`src/rtl/debnc_multi.sv`:
```
// rtl/debnc_multi.sv - multi-channel switch debouncer with shared tick prescaler
// Each channel: 2-flop synchroniser, 4-state debounce FSM, registered rise/fall pulses.
module debnc_multi #(
    parameter int N            = 4,
    parameter int TICK_DIV     = 1000000,
    parameter int STABLE_TICKS = 3
) (
    input  logic         clk,
    input  logic         rst,
    input  logic [N-1:0] sw,
    output logic [N-1:0] db,
    output logic [N-1:0] rise,
    output logic [N-1:0] fall,
    output logic         tick
);

    localparam int TW = $clog2(TICK_DIV);
    localparam int CW = $clog2(STABLE_TICKS + 1);
    localparam logic [TW-1:0] TICK_LAST = TW'(TICK_DIV - 1);
    localparam logic [CW-1:0] CNT_LAST  = CW'(STABLE_TICKS - 1);

    typedef enum logic [1:0] {
        ST_LO   = 2'b00,
        ST_W_HI = 2'b01,
        ST_HI   = 2'b10,
        ST_W_LO = 2'b11
    } state_t;

    logic [N-1:0]  r_sync1;
    logic [N-1:0]  r_sync2;
    logic [TW-1:0] r_tick_cnt;
    logic          w_tick;
    state_t        r_state     [N];
    state_t        w_state_nxt [N];
    logic [CW-1:0] r_cnt       [N];
    logic [CW-1:0] w_cnt_nxt   [N];
    logic [N-1:0]  r_rise;
    logic [N-1:0]  r_fall;
    logic [N-1:0]  w_rise_nxt;
    logic [N-1:0]  w_fall_nxt;
    logic [N-1:0]  w_db;

    always_ff @(posedge clk) begin
        if (!rst) begin
            r_sync1 <= '0;
            r_sync2 <= '0;
        end else begin
            r_sync1 <= sw;
            r_sync2 <= r_sync1;
        end
    end

    // Free-running prescaler shared by every channel
    always_ff @(posedge clk) begin
        if (!rst) begin
            r_tick_cnt <= '0;
        end else if (w_tick) begin
            r_tick_cnt <= '0;
        end else begin
            r_tick_cnt <= r_tick_cnt + TW'(1);
        end
    end

    assign w_tick = (r_tick_cnt == TICK_LAST);

    always_ff @(posedge clk) begin
        if (!rst) begin
            for (int i = 0; i < N; i++) begin
                r_state[i] <= ST_LO;
                r_cnt[i]   <= '0;
            end
            r_rise <= '0;
            r_fall <= '0;
        end else begin
            for (int i = 0; i < N; i++) begin
                r_state[i] <= w_state_nxt[i];
                r_cnt[i]   <= w_cnt_nxt[i];
            end
            r_rise <= w_rise_nxt;
            r_fall <= w_fall_nxt;
        end
    end

    // A level change during a wait aborts it before any tick is considered
    always_comb begin
        w_rise_nxt = '0;
        w_fall_nxt = '0;
        for (int i = 0; i < N; i++) begin
            w_state_nxt[i] = r_state[i];
            w_cnt_nxt[i]   = r_cnt[i];
            case (r_state[i])
                ST_LO: begin
                    if (r_sync2[i]) begin
                        w_state_nxt[i] = ST_W_HI;
                        w_cnt_nxt[i]   = '0;
                    end
                end
                ST_W_HI: begin
                    if (!r_sync2[i]) begin
                        w_state_nxt[i] = ST_LO;
                        w_cnt_nxt[i]   = '0;
                    end else if (w_tick) begin
                        if (r_cnt[i] == CNT_LAST) begin
                            w_state_nxt[i] = ST_HI;
                            w_cnt_nxt[i]   = '0;
                            w_rise_nxt[i]  = 1'b1;
                        end else begin
                            w_cnt_nxt[i] = r_cnt[i] + CW'(1);
                        end
                    end
                end
                ST_HI: begin
                    if (!r_sync2[i]) begin
                        w_state_nxt[i] = ST_W_LO;
                        w_cnt_nxt[i]   = '0;
                    end
                end
                ST_W_LO: begin
                    if (r_sync2[i]) begin
                        w_state_nxt[i] = ST_HI;
                        w_cnt_nxt[i]   = '0;
                    end else if (w_tick) begin
                        if (r_cnt[i] == CNT_LAST) begin
                            w_state_nxt[i] = ST_LO;
                            w_cnt_nxt[i]   = '0;
                            w_fall_nxt[i]  = 1'b1;
                        end else begin
                            w_cnt_nxt[i] = r_cnt[i] + CW'(1);
                        end
                    end
                end
                default: begin
                    w_state_nxt[i] = ST_LO;
                    w_cnt_nxt[i]   = '0;
                end
            endcase
        end
    end

    always_comb begin
        w_db = '0;
        for (int i = 0; i < N; i++) begin
            w_db[i] = (r_state[i] == ST_HI) || (r_state[i] == ST_W_LO);
        end
    end

    assign db   = w_db;
    assign rise = r_rise;
    assign fall = r_fall;
    assign tick = w_tick;

endmodule

```
`config.mk`:
```
export PLATFORM = sky130hd
export DESIGN_NAME = debnc_multi
export DESIGN_NICKNAME = d
export VERILOG_FILES = /design/src/rtl/debnc_multi.sv
export SDC_FILE = /design/constraint.sdc
export NUM_CORES = 1
export LEC_CHECK = 0
export CAP_MARGIN = 20
export CORE_UTILIZATION = 40
export DETAILED_ROUTE_END_ITERATION = 6
export HOLD_SLACK_MARGIN = 0.08
export SYNTH_ARGS = -nofsm -noshare
export SYNTH_HDL_FRONTEND = slang
export SYNTH_SLANG_ARGS = --single-unit
```
`constraint.sdc`:
```
create_clock -name clk -period 1.93 [get_ports clk]
set_clock_uncertainty 0.15 [all_clocks]
set_input_delay 0.2895 -clock clk [delete_from_list [all_inputs] [get_ports clk]]
set_output_delay 0.2895 -clock clk [all_outputs]
set_load 0.005 [all_outputs]
```
==> impl_metrics.env <==
export IMPL_place_inst=364
export IMPL_min_path_cells=1
export IMPL_drt_iter0_markers=202
export IMPL_violations="negative setup slack"
export IMPL_r2r_cells=5
export IMPL_slew_viol_final=0
export IMPL_use_met2_pct=28.85
export IMPL_wire_per_inst_um=14.26
export IMPL_start_util_pct=41.47
export IMPL_rows=27
export IMPL_place_congestion=0.7743
export IMPL_synth_top_area_share_pct=45.59
export IMPL_antenna_found_initial=0
export IMPL_top_usage_layer="met2"
export IMPL_hpwl_um=3411
export IMPL_layout_setup_ws_ns=-0.02481
export IMPL_ys_async_sr_fraction_pct=0
export IMPL_synth_area_leaders="dfxtp_1 46%, xnor2_1 3.5%, nor4b_2 3.3%, xor2_1 3.1%, nor2_1 3.0%"
export IMPL_diodes=0
export IMPL_avgSynthCellArea_um2=9.207
export IMPL_outcome="finished, violations left"
export IMPL_drive_above_1_share_pct=31.25
export IMPL_swShare_pct=21.22
export IMPL_synth_edf_count=0
export IMPL_p_clk_share_pct=38.4
export IMPL_final_cells=376
export IMPL_slew_limit_headroom_pct=67.40
export IMPL_startpoint_type="flop"
export IMPL_setup_tns_ns=-0.07978
export IMPL_grt_pass1_wl_um=8976
export IMPL_clkSlewWorstSetupHoldPaths_ns=0.09
export IMPL_syn_inst=248
export IMPL_max_freq_mhz=511.6
export IMPL_rsz0062_at_grt="true"
export IMPL_p_int_mw=1.513
export IMPL_slowest_delay_ns=0.59
export IMPL_die_w_um=77.56
export IMPL_yosysWarnings=0
export IMPL_worstSkewPairLatency_ns=0.30
export IMPL_finalSetupViolCount=4
export IMPL_cts_buffers_inserted=5
export IMPL_die_h_um=77.56
export IMPL_ys_seq_area_share_pct=45.59
export IMPL_drc=0
export IMPL_cts_tree="yes"
export IMPL_synth_distinct_cells=44
export IMPL_yosys_area_top_type="dfxtp_1"
export IMPL_design_die_area_um2=6015
export IMPL_viasPerCell=5.364
export IMPL_ir_drop_v=0.0004281
export IMPL_cts_sinks=52
export IMPL_power_frac_seq_pct=57.3
export IMPL_ant_nets=0
export IMPL_met3_usage_pct=3.647
export IMPL_grt_usage_pct=18.78
export IMPL_io_buffers=18
export IMPL_io_pin_count=19
export IMPL_finalCritPeriodShare_pct=101.3
export IMPL_ys_flop_type="dfxtp_1"
export IMPL_critPathArrivalTime_ns=2.02
export IMPL_core_region_area_um2=5507
export IMPL_clockBufferDepth=2
export IMPL_grt_pass1_vias=1877
export IMPL_finalHoldViolCount=0
export IMPL_p_sw_uw=407.6
export IMPL_routed_wl_um=5362
export IMPL_syn_area_um2=2283
export IMPL_synth_commonest_cells="52 x dfxtp_1, 18 x nor2_1, 14 x nand2_1"
export IMPL_drv_cap=0
export IMPL_path_max_fanout=8
export IMPL_crit_type="flop to flop"
export IMPL_total_power_mw=1.921
export IMPL_final_area_um2=3176
export IMPL_grt_util_met1_pct=26.88
export IMPL_p_leak_nw=1.148
export IMPL_syn_to_final_growth_pct=39.07
export IMPL_fin_crit_ns=1.955
export IMPL_gr_total_overflow=0
export IMPL_synth_nets=255
export IMPL_cp_required_ns=2.00
export IMPL_crit_path_frequent_cell="nor4b_4"
export IMPL_tightest_slew_ns=0.4873
export IMPL_vias=2017
export IMPL_combPwrFrac_pct=4.3
export IMPL_hold_ws_ns=0.2913
export IMPL_hold_path_class="flop to flop"
export IMPL_place_area_um2=2818
export IMPL_crit_path_end_kind="flop"
export IMPL_worst_path_max_delay_cell="or4_4"
export IMPL_htree_levels=2
export IMPL_synth_seq_cells=52
export IMPL_dr_pass1_iters=4
export IMPL_grt_max_degree=25
export IMPL_worstPathCellList="nor4b_4, nand2_2, buf_6, or4_4, nor4b_4"
export IMPL_power_density_nw_per_um2=604.8
export IMPL_yosysMostFrequentCell="dfxtp_1"
export IMPL_root_buffer="clkbuf_8"
export IMPL_layout_nets=310
sequential cells by signal (all words and copies together) (netlist names), named ones only:
signal,cells
r_tick_cnt,20
r_cnt,8
fall,4
r_state,4
r_sync1,4
r_sync2,4
rise,4
power by group through the flow:
stage               clock network, mW  logic [mW]  registers [mW]
CTS                             0.755      0.0773            1.10
floorplan                           0      0.0359            1.12
finish                          0.738      0.0818            1.10
detailed placement                  0      0.0767            1.12
global placement                    0      0.0758            1.12
global route                    0.816      0.0896            1.10
timing repair:
action,in CTS,in global routing
hold buffers,0,0
setup buffers,4,1
gates cloned,0,1
resized for setup,21,34
pin swaps,7,9
endpoints found under the setup margin,15,36
through the flow:
| step | util [%] | setup slack [ns] |
|---|---|---|
| floorplan | - | 0.006136 |
| global placement | 51.17 | -0.1428 |
| detailed placement | 51.17 | -0.1236 |
| CTS | 54.67 | -0.1198 |
| global route | 57.67 | -0.09446 |
| finish | 57.67 | -0.02481 |
layout make-up:
cell class,count,area [um^2]
repair buffers,61,538.0
flip-flops and latches,52,1051
multi-input cells,173,1351
fillers,494,2331
well taps,72,90.09
clock inverters,2,35.03
clock buffers,6,72.57
inverters,10,37.54
layer usage:
metal / up-vias / share of wire (%)
met3: 10 / 4.1
met5: - / 0
met4: 0 / 1.3
li1: 1023 / -
met2: 38 / 45
met1: 946 / 50
critical path, delay by kind of cell, from the launching register on:
family                 cells  cell delay (ns)
DFF                        1             0.35
and+or+nand+nor            4             1.25
buffers and inverters      1             0.13
final timing paths:
kind	start	end	slack (ns)
worst max-delay path	r_tick_cnt[6]	fall[3]	-0.02
worst min-delay path	r_sync1[2]	r_sync2[2]	0.29
worst max register to register	r_tick_cnt[6]	fall[3]	-0.02
worst min register to register	r_sync1[2]	r_sync2[2]	0.29
logic make-up after synthesis:
group	count (synthesis)	share of synthesized area [%]
DFF	52	45.59
xor gates and xnor gates	17	6.521
buffers and inverters	24	4.110
adders and majority gates	1	0.5479
and+or+nand+nor	112	30.58
muxes	1	0.4384
AOI/OAI and AO/OA	41	12.22
placed cells by master, fill, tap and decap left out, types with 3 or more instances in the layout:
| master | Yosys | final |
|---|---|---|
| nor3_1 | 7 | 5 |
| nand4_1 | 7 | 7 |
| dfxtp_2 | 0 | 8 |
| and2_1 | 9 | 9 |
| and3_1 | 5 | 5 |
| nand2_1 | 14 | 11 |
| nand2_2 | 0 | 3 |
| nor4_2 | 0 | 5 |
| o2111ai_1 | 3 | 3 |
| o21ai_0 | 6 | 6 |
| xor2_1 | 8 | 8 |
| a31oi_1 | 4 | 4 |
| nor4_1 | 10 | 4 |
| nor4b_2 | 5 | 4 |
| and4_1 | 3 | 3 |
| a21oi_1 | 12 | 10 |
| or4_4 | 0 | 3 |
| nor3b_1 | 4 | 4 |
| nand3_1 | 6 | 6 |
| buf_4 | 0 | 37 |
| or3_4 | 0 | 3 |
| xnor2_1 | 9 | 9 |
| inv_1 | 10 | 10 |
| dfxtp_1 | 52 | 44 |
| buf_6 | 0 | 4 |
| clkdlybuf4s50_1 | 0 | 17 |
| nor2_1 | 18 | 18 |
| clkbuf_8 | 0 | 5 |
(Power assumes the default switching activity.)
==> RTL change 1: new RTL, same flow settings <==
Change the parameter `N` from 4 to 2.
--- a/src/rtl/debnc_multi.sv
+++ b/src/rtl/debnc_multi.sv
@@ -1,7 +1,7 @@
 // rtl/debnc_multi.sv - multi-channel switch debouncer with shared tick prescaler
 // Each channel: 2-flop synchroniser, 4-state debounce FSM, registered rise/fall pulses.
 module debnc_multi #(
-    parameter int N            = 4,
+    parameter int N            = 2,
     parameter int TICK_DIV     = 1000000,
     parameter int STABLE_TICKS = 3
 ) (
Interface: changed (resized db, fall, rise and sw); port bits go from 19 to 11. No check against the original RTL was run, so the function may have changed too.
==> RTL change 1 against the unedited design <==
- the run still ends with negative setup slack left
- total power down 27%
- worst hold slack better by 0.0038 ns
- count of clock-buffer cells in the layout up 1
- area after synthesis down 31%
- cell area down 30%
- die area down 30%
- sequential cell count down 16
- routed wire length down 34%
- cell count down 27%
- combinational power down 25%
- setup slack worse by 0.13 ns
- critical path type unchanged
- critical endpoint is now r_tick_cnt[18]
- largest power group unchanged
==> RTL change 1: results (changes against the unedited design) <==
Run status
  • Outcome: finished, violations left (unchanged)
  • Failing checks: negative setup slack (unchanged)

Drt
  • Post-Route WL: 3530 µm (was 5360 µm)
  • DR iter-0 viols: 86 (was 202)
  • Metal2 WL: 1760 µm (was 2420 µm)
  • Met1 WL: 1630 µm (was 2660 µm)

Placement
  • Post-DP HPWL: 2440 µm (was 3410 µm)

Synthesis
  • Synthesized-area fraction occupied by adder cells: 0.00791 (was 0.00548)
  • Post-synthesis mux area share: 0.00632 (was 0.00438)
  • Distinct cells, synth: 42 (was 44)
  • Avg Cell Area, Syn: 8.99 µm² (was 9.21 µm²)
  • Sequential area share after synthesis: 0.455 (was 0.456)

Global route
  • Pin count of the biggest net entering global routing: 21 (was 25)
  • Vias in the first global route: 1413 (was 1877)
  • GRT Overall Usage: 0.192 (was 0.188)
  • Grt met3 use: 0.0475 (was 0.0365)

STA
  • Worst setup margin: -0.152 ns (was -0.0248 ns)
  • Final setup fails: 21 (was 4)

Setup path
  • R2r startpoint: r_tick_cnt[0] (was r_tick_cnt[6])
  • Worst R2R Path Depth: 6 (was 5)
  • CP Max Fanout: 3 (was 8)
  • CP arrival: 2.15 ns (was 2.02 ns)

Worst hold path
  • Min-delay src: r_sync1[0] (was r_sync1[2])

Cells and area
  • Post-route cell area: 2220 µm² (was 3180 µm²)
  • Share of cells above drive strength 1: 0.316 (was 0.313)
==> RTL change 1: cell count changes after synthesis, sizes merged, moves of 5 or more <==
cell   change
and3       -5
dfxtp     -16
xor2       -6
nor4       -8
==> RTL change 1: what timing repair did <==
action                                  in CTS  in global routing
endpoints found under the setup margin      24                 31
setup buffers                                3                  4
hold endpoints to repair                     0                  0
gates resized for setup                     14                 11
pin swaps                                    5                 11
==> RTL change 1: final cells by class <==
| class | instances | share of cell area |
|---|---|---|
| repair buffers | 51 | 0.193 |
| inverters | 6 | 0.0101 |
| multi-input cells | 125 | 0.399 |
| flip-flops and latches | 36 | 0.327 |
| clock buffers | 7 | 0.0433 |
| well taps | 48 | 0.0270 |
==> RTL change 1: report_power, final <==
part | leakage (nW) | switching [mW] | total, mW | internal [mW]
registers | 0.294 | 0.00937 | 0.763 | 0.754
logic | 0.470 | 0.0273 | 0.0615 | 0.0342
clock network | 0.0503 | 0.260 | 0.578 | 0.318
==> RTL change 2: new RTL, config.mk and constraints unchanged <==
Without the edit above. Register the input `sw` before use. The logic sees it one clock later.
--- a/src/rtl/debnc_multi.sv
+++ b/src/rtl/debnc_multi.sv
@@ -26,6 +26,12 @@
         ST_W_LO = 2'b11
     } state_t;
 
+    logic [N-1:0] sw_q;
+
+    always_ff @(posedge clk) begin
+        sw_q <= sw;
+    end
+
     logic [N-1:0]  r_sync1;
     logic [N-1:0]  r_sync2;
     logic [TW-1:0] r_tick_cnt;
@@ -45,7 +51,7 @@
             r_sync1 <= '0;
             r_sync2 <= '0;
         end else begin
-            r_sync1 <= sw;
+            r_sync1 <= sw_q;
             r_sync2 <= r_sync1;
         end
     end
Formal check against the unedited RTL: same outputs for any inputs over 10 cycles, from zero or initial values and one cycle with rst low; that may be too few to reach the edited logic, so the function may still have changed.
==> RTL change 2 against the unedited design <==
- sequential cell count is 4 higher
- setup slack worse by 0.16 ns
- routed wire length is 2.3% lower
- total power is 1.5% higher
- highest routed layer unchanged
- via count is 0.59% lower
- the flow still finishes with violations (negative setup slack)
- cell area is 5.6% higher
- clock power is 10% lower
- die area is 5.6% higher
- area after synthesis is 5.8% higher
- largest cell class unchanged
==> RTL change 2: results (changes against the unedited design) <==
Run status
  • Outcome: finished, violations left (unchanged)
  • Failing checks: negative setup slack (unchanged)

Clock tree
  • CTS root buf: clkbuf_8 (unchanged)
  • Clk_lat worst skew: 0.32 ns (was 0.30 ns)
  • Number of buffers created by CTS: 5 (unchanged)
  • Clk pin slew, worst setup/hold paths: 0.11 ns (was 0.09 ns)

Power
  • Static leakage: 1.21 nW (was 1.15 nW)
  • Worst VDD drop: 0.389 mV (was 0.428 mV)
  • Sw Pwr: 0.463 mW (was 0.408 mW)

Setup path
  • CP Max Fanout: 5 (was 8)
  • CP arrival: 2.22 ns (was 2.02 ns)

Worst hold path
  • Worst min-delay path class: primary input to register (was register to register)

Global route
  • First-pass GRT wire length: 8180 µm (was 8980 µm)
  • Vias in the first global route: 1811 (was 1877)
  • GRT Overall Usage: 0.166 (was 0.188)
  • Pin count of the biggest net entering global routing: 21 (was 25)

Drt
  • Avg WL per Cell: 13.6 µm (was 14.3 µm)
  • Via/cell ratio: 5.21 (was 5.36)
  • DR pass1 iterations: 4 (unchanged)
  • DR iter-0 viols: 69 (was 202)

Placement
  • Final GP Congestion: 0.729 (was 0.774)
  • Placed Area: 2930 µm² (was 2820 µm²)
  • Post-DP HPWL: 3270 µm (was 3410 µm)

Synthesis
  • Sequential area share after synthesis: 0.464 (was 0.456)
  • Syn Nets: 262 (was 255)
  • Distinct cells, synth: 40 (was 44)
  • Synth async-reset ratio: 0 (unchanged)
  • Top cells by count, synth: dfxtp_1 (56), nand2_1 (19), nor2_1 (18) (was dfxtp_1 (52), nor2_1 (18), nand2_1 (14))
  • Top cells by area, synth: dfxtp_1 (46%), xnor2_1 (3.6%), nand3_1 (3.1%) (was dfxtp_1 (46%), xnor2_1 (3.5%), nor4b_2 (3.3%))

Cells and area
  • Nets: 319 (was 310)
  • Ant diodes: 0 (unchanged)
  • Share of cells above drive strength 1: 0.342 (was 0.313)
  • Regs by FF count: r_tick_cnt (20), r_cnt (8) (unchanged)

STA
  • Final setup fails: 34 (was 4)
  • Least-Margin Pin Slew: 0.741 ns (was 0.487 ns)
  • Setup TNS: -2.13 ns (was -0.0798 ns)
  • Worst setup margin: -0.183 ns (was -0.0248 ns)

Floorplan
  • Total core area: 5680 µm² (was 5510 µm²)
## RTL change 2: power groups by stage
stage	clock (mW)	sequential, mW	combinational [mW]
after detailed placement	0	1.22	0.0787
after CTS	0.684	1.19	0.0797
after floorplan	0	1.22	0.0423
after global placement	0	1.21	0.0782
after global routing	0.736	1.19	0.108
final	0.663	1.19	0.0980
## RTL change 2: what timing repair did
action | 4_1_cts | 5_1_grt
cloned | 0 | 3
endpoints found under the hold margin | 0 | 0
setup buffers | 3 | 2
gates resized for setup | 18 | 39
pin swaps | 9 | 21
setup endpoints to repair | 33 | 40
## RTL change 2: cells by family (layout without fill, tap and decap cells)
kind of cell	Yosys count	after routing	synth area share
xor+xnor	14	14	0.0508
simple gates	121	121	0.314
flops	56	56	0.464
fa+ha+maj	1	1	0.00518
compound gates	37	37	0.107
mux	4	4	0.0166
buf+inv	22	80	0.0420
## RTL change 2: worst max-delay path, stage by stage, from the launching register on
cell and delay, ns:
dfxtp_2 0.36, ha_4 0.15, nand2_4 0.04, or4_4 0.57
buf_12 0.16, buf_6 0.11, nor4_4 0.31, mux2i_1 0.21
## RTL change 2: worst paths after layout
path                                     from    endpoint  slack (ns)  cells past startpoint
worst max-delay path            r_tick_cnt[1]    register       -0.18                      7
worst min-delay path                    sw[2]     sw_q[2]        0.25                      1
worst max register to register  r_tick_cnt[1]    register       -0.18                      7
worst min register to register     r_sync1[1]  r_sync2[1]        0.29                      1
## RTL change 2: final cells by class
cell class	count	area (µm²)
inverter	7	26.3
sequential	56	1130
tap	72	90.1
clock buffer	5	68.8
clock inverter	3	22.5
multi-input combinational	177	1430
fill	515	2320
timing repair buffer	65	588
## RTL change 2: per-layer routing
layer | up-vias | global-route usage | part of all wire
li1 | 1025 | - | -
met1 | 953 | 0.222 | 0.50
met2 | 21 | 0.261 | 0.47
met3 | 6 | 0.0377 | 0.023
met4 | 0 | 0.0600 | 0.014
met5 | - | 0 | 0
## RTL change 2: metrics by stage
| step | setup WS, ns | hold WS [ns] | std cells |
|---|---|---|---|
| 5_1_grt | -0.237 | 0.241 | 385 |
| 3_3_place_gp | -0.230 | 0.264 | 369 |
| 4_1_cts | -0.197 | 0.244 | 380 |
| 6_report | -0.183 | 0.248 | 385 |
| 2_1_floorplan | -0.0241 | 0.167 | 255 |
| 3_5_place_dp | -0.237 | 0.273 | 369 |
